--- src/rtl/layer_compositor_if.sv ---
// Pixel-side bundle of the layer compositor: scan position, layer geometry,
// ROM data going in, and composed pixel, syncs and ROM offsets coming out.
interface layer_compositor_if #(
   parameter int NUM_LAYERS = 4,
   parameter int COORD_W    = 10,
   parameter int COLOR_W    = 8,
   parameter int SCROLL_W   = 6
);
   logic [COORD_W-1:0]              DrawX;
   logic [COORD_W-1:0]              DrawY;
   logic                            blank;
   logic                            hs_in;
   logic                            vs_in;
   logic [NUM_LAYERS-1:0]           layer_en;
   logic [NUM_LAYERS*COORD_W-1:0]   layer_x;
   logic [NUM_LAYERS*COORD_W-1:0]   layer_y;
   logic [NUM_LAYERS*COORD_W-1:0]   layer_w;
   logic [NUM_LAYERS*COORD_W-1:0]   layer_h;
   logic [NUM_LAYERS*SCROLL_W-1:0]  layer_scroll;
   logic [NUM_LAYERS*COORD_W-1:0]   ofs_x;
   logic [NUM_LAYERS*COORD_W-1:0]   ofs_y;
   logic [NUM_LAYERS*3*COLOR_W-1:0] sprite_rgb;
   logic [3*COLOR_W-1:0]            bg_rgb;
   logic [COLOR_W-1:0]              Red;
   logic [COLOR_W-1:0]              Green;
   logic [COLOR_W-1:0]              Blue;
   logic                            blank_out;
   logic                            hs_out;
   logic                            vs_out;
   logic [NUM_LAYERS-1:0]           hit_mask;
   logic                            frame_collision;

   modport master (
      output DrawX, DrawY, blank, hs_in, vs_in, layer_en, layer_x, layer_y,
             layer_w, layer_h, layer_scroll, sprite_rgb, bg_rgb,
      input  ofs_x, ofs_y, Red, Green, Blue, blank_out, hs_out, vs_out,
             hit_mask, frame_collision
   );

   modport slave (
      input  DrawX, DrawY, blank, hs_in, vs_in, layer_en, layer_x, layer_y,
             layer_w, layer_h, layer_scroll, sprite_rgb, bg_rgb,
      output ofs_x, ofs_y, Red, Green, Blue, blank_out, hs_out, vs_out,
             hit_mask, frame_collision
   );
endinterface

--- src/rtl/layer_compositor.sv ---
// Pipelined sprite-layer compositor: hit test, ROM-latency alignment, colour-key
// priority mux, delayed syncs and a per-frame layer-0 collision flag.
module layer_compositor #(
   parameter int                     NUM_LAYERS = 4,
   parameter int                     COORD_W    = 10,
   parameter int                     COLOR_W    = 8,
   parameter int                     ROM_LAT    = 2,
   parameter int                     SCROLL_W   = 6,
   parameter logic [3*COLOR_W-1:0]   KEY_COLOR  = 24'hFE06FF
) (
   input logic              Clk,
   input logic              Reset_n,
   layer_compositor_if.slave bus
);
   localparam int RGB_W = 3 * COLOR_W;
   localparam int PW    = NUM_LAYERS + 3;
   localparam logic [PW-1:0] PIPE_RST = {{NUM_LAYERS{1'b0}}, 3'b011};

   logic [NUM_LAYERS-1:0]         hit_s0;
   logic [NUM_LAYERS*COORD_W-1:0] ofs_x_s0, ofs_y_s0;

   // Pipe entry: {hit vector, blank, hs, vs}; syncs idle high through reset
   logic [PW-1:0] pipe_q [ROM_LAT+1];
   logic [PW-1:0] pipe_d [ROM_LAT+1];

   logic [NUM_LAYERS*COORD_W-1:0] ofs_x_q, ofs_x_d, ofs_y_q, ofs_y_d;
   logic [RGB_W-1:0]              rgb_q, rgb_d, rgb_sel;
   logic                          blank_out_q, blank_out_d;
   logic                          hs_out_q, hs_out_d, vs_out_q, vs_out_d;
   logic [NUM_LAYERS-1:0]         hit_mask_q, hit_mask_d;
   logic                          frame_collision_q, frame_collision_d;
   logic                          acc_q, acc_d;

   logic [NUM_LAYERS-1:0] out_hit, opaque;
   logic                  out_blank, out_hs, out_vs, collide;

   assign out_hit   = pipe_q[ROM_LAT][PW-1:3];
   assign out_blank = pipe_q[ROM_LAT][2];
   assign out_hs    = pipe_q[ROM_LAT][1];
   assign out_vs    = pipe_q[ROM_LAT][0];

   // Comparisons run one bit wider so scroll and x+w never wrap past the screen edge
   for (genvar i = 0; i < NUM_LAYERS; i++) begin : g_layer
      logic [COORD_W-1:0] lx, ly, lw, lh;
      logic [COORD_W:0]   sx, x_end, y_end;

      assign lx    = bus.layer_x[i*COORD_W +: COORD_W];
      assign ly    = bus.layer_y[i*COORD_W +: COORD_W];
      assign lw    = bus.layer_w[i*COORD_W +: COORD_W];
      assign lh    = bus.layer_h[i*COORD_W +: COORD_W];
      assign sx    = {1'b0, bus.DrawX}
                   + {{(COORD_W+1-SCROLL_W){1'b0}}, bus.layer_scroll[i*SCROLL_W +: SCROLL_W]};
      assign x_end = {1'b0, lx} + {1'b0, lw};
      assign y_end = {1'b0, ly} + {1'b0, lh};

      assign hit_s0[i] = bus.layer_en[i] && (lw != '0) && (lh != '0)
                      && (sx >= {1'b0, lx}) && (sx < x_end)
                      && (bus.DrawY >= ly) && ({1'b0, bus.DrawY} < y_end);

      assign ofs_x_s0[i*COORD_W +: COORD_W] = hit_s0[i] ? (sx[COORD_W-1:0] - lx) : '0;
      assign ofs_y_s0[i*COORD_W +: COORD_W] = hit_s0[i] ? (bus.DrawY - ly) : '0;

      assign opaque[i] = out_hit[i] && (bus.sprite_rgb[i*RGB_W +: RGB_W] != KEY_COLOR);
   end

   // Lowest index wins, so scan from the bottom layer up and let later hits override
   always_comb begin
      rgb_sel = bus.bg_rgb;
      for (int i = NUM_LAYERS - 1; i >= 0; i--) begin
         if (opaque[i]) rgb_sel = bus.sprite_rgb[i*RGB_W +: RGB_W];
      end
   end

   always_comb begin
      pipe_d[0] = {hit_s0, bus.blank, bus.hs_in, bus.vs_in};
      for (int k = 1; k <= ROM_LAT; k++) pipe_d[k] = pipe_q[k-1];
      ofs_x_d           = ofs_x_s0;
      ofs_y_d           = ofs_y_s0;
      blank_out_d       = out_blank;
      hs_out_d          = out_hs;
      vs_out_d          = out_vs;
      rgb_d             = out_blank ? rgb_sel : '0;
      hit_mask_d        = out_blank ? opaque : '0;
      collide           = out_blank && opaque[0] && (|(opaque >> 1));
      acc_d             = acc_q | collide;
      frame_collision_d = frame_collision_q;
      // An overlap on the very pixel where vs falls still belongs to the closing frame
      if (vs_out_q && !out_vs) begin
         frame_collision_d = acc_q | collide;
         acc_d             = 1'b0;
      end
   end

   always_ff @(posedge Clk or negedge Reset_n) begin
      if (!Reset_n) begin
         for (int k = 0; k <= ROM_LAT; k++) pipe_q[k] <= PIPE_RST;
         ofs_x_q           <= '0;
         ofs_y_q           <= '0;
         rgb_q             <= '0;
         blank_out_q       <= 1'b0;
         hs_out_q          <= 1'b1;
         vs_out_q          <= 1'b1;
         hit_mask_q        <= '0;
         frame_collision_q <= 1'b0;
         acc_q             <= 1'b0;
      end else begin
         for (int k = 0; k <= ROM_LAT; k++) pipe_q[k] <= pipe_d[k];
         ofs_x_q           <= ofs_x_d;
         ofs_y_q           <= ofs_y_d;
         rgb_q             <= rgb_d;
         blank_out_q       <= blank_out_d;
         hs_out_q          <= hs_out_d;
         vs_out_q          <= vs_out_d;
         hit_mask_q        <= hit_mask_d;
         frame_collision_q <= frame_collision_d;
         acc_q             <= acc_d;
      end
   end

   assign bus.ofs_x           = ofs_x_q;
   assign bus.ofs_y           = ofs_y_q;
   assign bus.Red             = rgb_q[RGB_W-1 -: COLOR_W];
   assign bus.Green           = rgb_q[2*COLOR_W-1 -: COLOR_W];
   assign bus.Blue            = rgb_q[COLOR_W-1:0];
   assign bus.blank_out       = blank_out_q;
   assign bus.hs_out          = hs_out_q;
   assign bus.vs_out          = vs_out_q;
   assign bus.hit_mask        = hit_mask_q;
   assign bus.frame_collision = frame_collision_q;
endmodule
--- src/flat_wrapper.sv ---
// flat-port wrapper written by rule: the top's interface ports become plain ports
module layer_compositor_flat 
#(
   parameter int                     NUM_LAYERS = 4,
   parameter int                     COORD_W    = 10,
   parameter int                     COLOR_W    = 8,
   parameter int                     ROM_LAT    = 2,
   parameter int                     SCROLL_W   = 6,
   parameter logic [3*COLOR_W-1:0]   KEY_COLOR  = 24'hFE06FF
)
  (Clk, Reset_n, bus_DrawX, bus_DrawY, bus_blank, bus_hs_in, bus_vs_in, bus_layer_en, bus_layer_x, bus_layer_y, bus_layer_w, bus_layer_h, bus_layer_scroll, bus_sprite_rgb, bus_bg_rgb, bus_ofs_x, bus_ofs_y, bus_Red, bus_Green, bus_Blue, bus_blank_out, bus_hs_out, bus_vs_out, bus_hit_mask, bus_frame_collision);
  layer_compositor_if #(.NUM_LAYERS(NUM_LAYERS), .COORD_W(COORD_W), .COLOR_W(COLOR_W), .SCROLL_W(SCROLL_W)) bus_i ();
  input logic Clk;
  input logic Reset_n;
  input wire logic [$bits(bus_i.DrawX)-1:0] bus_DrawX;
  input wire logic [$bits(bus_i.DrawY)-1:0] bus_DrawY;
  input wire logic [$bits(bus_i.blank)-1:0] bus_blank;
  input wire logic [$bits(bus_i.hs_in)-1:0] bus_hs_in;
  input wire logic [$bits(bus_i.vs_in)-1:0] bus_vs_in;
  input wire logic [$bits(bus_i.layer_en)-1:0] bus_layer_en;
  input wire logic [$bits(bus_i.layer_x)-1:0] bus_layer_x;
  input wire logic [$bits(bus_i.layer_y)-1:0] bus_layer_y;
  input wire logic [$bits(bus_i.layer_w)-1:0] bus_layer_w;
  input wire logic [$bits(bus_i.layer_h)-1:0] bus_layer_h;
  input wire logic [$bits(bus_i.layer_scroll)-1:0] bus_layer_scroll;
  input wire logic [$bits(bus_i.sprite_rgb)-1:0] bus_sprite_rgb;
  input wire logic [$bits(bus_i.bg_rgb)-1:0] bus_bg_rgb;
  output wire logic [$bits(bus_i.ofs_x)-1:0] bus_ofs_x;
  output wire logic [$bits(bus_i.ofs_y)-1:0] bus_ofs_y;
  output wire logic [$bits(bus_i.Red)-1:0] bus_Red;
  output wire logic [$bits(bus_i.Green)-1:0] bus_Green;
  output wire logic [$bits(bus_i.Blue)-1:0] bus_Blue;
  output wire logic [$bits(bus_i.blank_out)-1:0] bus_blank_out;
  output wire logic [$bits(bus_i.hs_out)-1:0] bus_hs_out;
  output wire logic [$bits(bus_i.vs_out)-1:0] bus_vs_out;
  output wire logic [$bits(bus_i.hit_mask)-1:0] bus_hit_mask;
  output wire logic [$bits(bus_i.frame_collision)-1:0] bus_frame_collision;
  assign bus_i.DrawX = bus_DrawX;
  assign bus_i.DrawY = bus_DrawY;
  assign bus_i.blank = bus_blank;
  assign bus_i.hs_in = bus_hs_in;
  assign bus_i.vs_in = bus_vs_in;
  assign bus_i.layer_en = bus_layer_en;
  assign bus_i.layer_x = bus_layer_x;
  assign bus_i.layer_y = bus_layer_y;
  assign bus_i.layer_w = bus_layer_w;
  assign bus_i.layer_h = bus_layer_h;
  assign bus_i.layer_scroll = bus_layer_scroll;
  assign bus_i.sprite_rgb = bus_sprite_rgb;
  assign bus_i.bg_rgb = bus_bg_rgb;
  assign bus_ofs_x = bus_i.ofs_x;
  assign bus_ofs_y = bus_i.ofs_y;
  assign bus_Red = bus_i.Red;
  assign bus_Green = bus_i.Green;
  assign bus_Blue = bus_i.Blue;
  assign bus_blank_out = bus_i.blank_out;
  assign bus_hs_out = bus_i.hs_out;
  assign bus_vs_out = bus_i.vs_out;
  assign bus_hit_mask = bus_i.hit_mask;
  assign bus_frame_collision = bus_i.frame_collision;
  layer_compositor #(.NUM_LAYERS(NUM_LAYERS), .COORD_W(COORD_W), .COLOR_W(COLOR_W), .ROM_LAT(ROM_LAT), .SCROLL_W(SCROLL_W), .KEY_COLOR(KEY_COLOR)) u_core (.Clk(Clk), .Reset_n(Reset_n), .bus(bus_i));
endmodule
--- config.mk ---
export PLATFORM = sky130hd
export DESIGN_NAME = layer_compositor_flat
export DESIGN_NICKNAME = d
export VERILOG_FILES = /design/src/rtl/layer_compositor_if.sv /design/src/rtl/layer_compositor.sv /design/src/flat_wrapper.sv
export SDC_FILE = /design/constraint.sdc
export NUM_CORES = 1
export LEC_CHECK = 0
export ABC_AREA = 1
export BUFFER_PORTS_ARGS = -buffer_cell sky130_fd_sc_hd__buf_4
export CELL_PAD_IN_SITES_DETAIL_PLACEMENT = 0
export CELL_PAD_IN_SITES_GLOBAL_PLACEMENT = 1
export CORE_MARGIN = 2
export CORE_UTILIZATION = 38
export CTS_CLUSTER_SIZE = 8
export DETAILED_ROUTE_END_ITERATION = 7
export HOLD_SLACK_MARGIN = 0.12
export MAX_ROUTING_LAYER = met4
export PLACE_DENSITY_LB_ADDON = 0.1
export RECOVER_POWER = 25
export SLEW_MARGIN = 20
export SYNTH_ARGS = -nofsm -noshare
export SYNTH_HDL_FRONTEND = slang
export SYNTH_SLANG_ARGS = --single-unit
--- constraint.sdc ---
create_clock -name Clk -period 1.95 [get_ports Clk]
set_clock_uncertainty 0.1 [all_clocks]
set_input_delay 0.39 -clock Clk [delete_from_list [all_inputs] [get_ports Clk]]
set_output_delay 0.39 -clock Clk [all_outputs]
set_load 0.01 [all_outputs]
==> flow_metrics.py <==
metrics = {
    "run_status": {
        "outcome": "finished with violations",
        "violations": "setup timing",
    },
    "setup_path": {
        "worstSetupEndpoint": "u_core.bus.ofs_y[9]",
        "critical_path.max_stage_delay_ps": 340,
        "critPathCaptureType": "flip-flop",
        "rrSetupSlack_ps": 500,
        "critical_path.max_fanout": 6,
        "crit_buf_inv": 7,
        "worstRegToRegCells": 7,
        "cp-startpoint": "bus_DrawX[1]",
        "criticalPathCategory": "input pin to flip-flop",
        "path_depth": 21,
        "reg2reg_from": "u_core.out_hit[3]",
        "rr_endpoint": "u_core.rgb_q[0]",
        "slowest_stage": "fa_2",
        "crit_family": "simple AND/OR/NAND/NOR gates",
        "worstPathRequired_ps": 2250,
        "startpoint_type": "input pin",
        "worstPathArrival_ps": 3280,
        "cp_cell_sequence": "buf_8 -> clkinvlp_4 -> buf_6 -> fa_2 -> inv_2 -> nand2_2 -> nand2_2 -> and2_4 -> a21oi_4 -> nor2_2 -> ha_1 -> nand2_1 -> nand3b_1 -> a31oi_4 -> nand3_2 -> inv_2 -> nand2_2 -> inv_2 -> nand3_4 -> buf_12 -> nor2_2",
    },
    "layout": {
        "fin_nets": 3887,
        "syn_to_final_growth_pct": 69.6,
        "final_layout_size_suffix_gt1_frac": 0.415,
        "multi_input_area_mm2": 0.0124,
        "ff_latch_area_mm2": 0.00336,
        "fill_cells": 3657,
    },
    "synth": {
        "yosys_warnings": 0,
        "ys_types": 43,
        "yosysTopAreaCellShare": 0.203,
        "syn_area_per_cell_um2": 7.09,
        "synth_area_mm2": 0.0158,
        "synth_cells": 2223,
        "synthTopCellsByArea": "ha_1, dfrtp_1, nand2_1, inv_1, xor2_1",
        "async_flop_share": 1.00,
        "yosysTopAreaCell": "ha_1",
        "ys_ff_latch": 134,
        "ys_seq_area_frac": 0.213,
        "synth_ff_type": "dfrtp_1",
        "syn_nets": 2832,
        "synth_most_common_cell": "nand2_1",
        "synth_edf_count": 0,
        "yosys-top-cells-count": "nand2_1, inv_1, ha_1, nor2_1, a21oi_1",
    },
    "sta": {
        "tns_ps": -81870,
        "worst_slack_ps": -1030,
        "finalCritPeriodShare": 1.53,
        "worstMarginPinSlew_ps": 1090,
        "hold_viol": 0,
        "fin_crit_ps": 2980,
        "rsz0062_at_grt": "true",
        "slew_headroom": 0.271,
        "final_max_slew_viol_count": 0,
        "max_freq_mhz": 336,
        "setup_viol": 84,
    },
    "die": {
        "core_mm2": 0.0409,
        "dieWidth_um": 208,
        "die_y_um": 208,
        "dieArea_mm2": 0.0431,
        "core.rowCount": 74,
        "ios": 445,
        "initial_core_util": 0.385,
    },
    "place": {
        "post-dp-hpwl_um": 53700,
        "port-buffer-count": 444,
        "gp_congestion": 0.944,
        "pre_cts_ws_ps": -1760,
    },
    "global_route": {
        "grt_start_max_net_pins": 39,
        "grt_overflow": 0,
        "grt_util_all_layers": 0.307,
        "grt_pass1_vias": 18900,
        "antenna_found_initial": 2,
        "grt_pass1_wl_um": 101000,
    },
    "cts": {
        "clockBufferDepth": 2,
        "cts_buffers": 17,
        "cts_sinks": 134,
        "root_buffer": "clkbuf_16",
        "cts_tree": "done",
        "clock_latency_ps": 460,
        "htreeDepth": 4,
        "clkTransAtPathRegs_ps": 70,
    },
    "hold_path": {
        "hp-class": "input pin to flip-flop",
        "holdPathStages": 3,
    },
    "power": {
        "combPwrFrac": 0.581,
        "clkPwrFrac": 0.218,
        "net-switching-power_mw": 6.10,
        "ir_worst_vdd_mv": 0.575,
        "seq_power_share": 0.201,
        "power_density_mw_per_mm2": 572,
        "swShare": 0.399,
        "total_leakage_power_nw": 14.5,
        "intPower_mw": 9.20,
    },
    "route": {
        "drtAntennaViolNets": 0,
        "vias_per_cell": 4.87,
        "drc": 0,
        "first_iter_violations": 1060,
        "vias": 18600,
        "drt_first_pass_iters": 5,
        "wl_per_cell_um": 17.2,
        "finalWirelength_um": 65800,
    },
    "flow_run": {
        "cap_viol_max_count": 0,
    },
}
-- metrics by stage --
stage | instances | hold slack (ps) | util | instance area (µm²) | power (mW)
detailed placement | 3731 | 228 | 0.589 | 24100 | 10.9
finish | 3825 | 149 | 0.653 | 26700 | 15.3
CTS | 3812 | 132 | 0.638 | 26100 | 14.9
global placement | 3731 | 225 | 0.589 | 24100 | 10.8
floorplan | 2223 | -5.59 | - | 15900 | 7.10
global route | 3825 | 162 | 0.653 | 26700 | 16.4
-- layer usage --
layer	up-vias	share of wire	wire length, µm	global-route usage
met5	-	0	0	-
met4	0	0.018	1180	0.0724
met3	64	0.054	3570	0.0458
met2	539	0.50	33100	0.533
met1	8607	0.42	27900	0.375
li1	9425	-	-	-
-- how the worst min path moves through the flow --
stage,end,startpoint,slack [ps]
3_5_place_dp,u_core.bus.ofs_y[23],Reset_n,230
2_1_floorplan,u_core.acc_q,Reset_n,-6
5_1_grt,u_core.rgb_q[14],bus_sprite_rgb[14],160
4_1_cts,u_core.rgb_q[16],bus_sprite_rgb[16],130
6_report,u_core.rgb_q[10],bus_sprite_rgb[10],150
3_3_place_gp,u_core.bus.ofs_y[21],Reset_n,220
-- placed cells by master (no fill, tap or decap), drive strengths merged, types with 14 or more instances in the layout --
| master | n |
|---|---|
| nand4 | 36 |
| xnor2 | 54 |
| a31oi | 36 |
| o211ai | 14 |
| ha | 256 |
| o21ai | 63 |
| nand3 | 121 |
| clkbuf | 27 |
| dfrtp | 126 |
| a21o | 20 |
| nor2 | 227 |
| a21oi | 152 |
| xor2 | 91 |
| nor4 | 14 |
| nand2 | 561 |
| fa | 20 |
| buf | 1046 |
| nor3 | 17 |
| inv | 318 |
-- worst reg2reg max path, delay by kind of cell, from the launching register on --
family	cells	cell delay [ps]
AOI/OAI and AO/OA	1	100
and+or+nand+nor	4	550
DFF	1	340
buffers and inverters	2	260
-- power by group through the flow --
stage	Combinational [mW]	Sequential, mW	Clock (mW)
floorplan	3.91	3.19	0
global placement	7.71	3.12	0
detailed placement	7.82	3.13	0
CTS	8.47	3.08	3.37
global route	9.81	3.09	3.48
finish	8.89	3.08	3.34
-- cell type report --
type / instances / share of cell area
sequential: 134 / 0.126
multi-input combinational: 1745 / 0.464
antenna: 2 / 0.000187
inverter: 314 / 0.0449
timing repair buffer: 1066 / 0.318
clock inverter: 14 / 0.00515
clock buffer: 18 / 0.0164
tap: 532 / 0.0249
-- cell families (layout without fill, tap and decap cells) --
group | after synthesis | in the layout | share of synthesized area
xor gates and xnor gates | 145 | 145 | 0.0805
other | 0 | 2 | 0
buffers and inverters | 344 | 1412 | 0.0863
and+or+nand+nor | 1001 | 1001 | 0.273
adders and majority gates | 276 | 276 | 0.229
AOI/OAI and AO/OA | 323 | 323 | 0.118
DFF | 134 | 134 | 0.213
-- registers in the layout, indices dropped and copies added, names as in the netlist --
| signal | cells |
|---|---|
| u_core.out_vs | 1 |
| u_core.bus.ofs_x | 40 |
| u_core.blank_out_d | 1 |
| u_core.hs_out_d | 1 |
| u_core.bus.blank_out | 1 |
| u_core.acc_q | 1 |
| u_core.bus.hit_mask | 4 |
| u_core.bus.hs_out | 1 |
| u_core.rgb_q | 24 |
| u_core.pipe_d | 14 |
| u_core.bus.ofs_y | 40 |
| u_core.bus.frame_collision | 1 |
| u_core.out_hit | 4 |
| u_core.bus.vs_out | 1 |
-- what timing repair did --
action	CTS	global route
hold endpoints to repair	103	0
endpoints found under the setup margin	84	107
pin swaps	53	83
hold buffers	11	0
buffers inserted	29	16
cloned	9	4
gates resized for setup	182	138
Power figures use the tool's default switching activity.
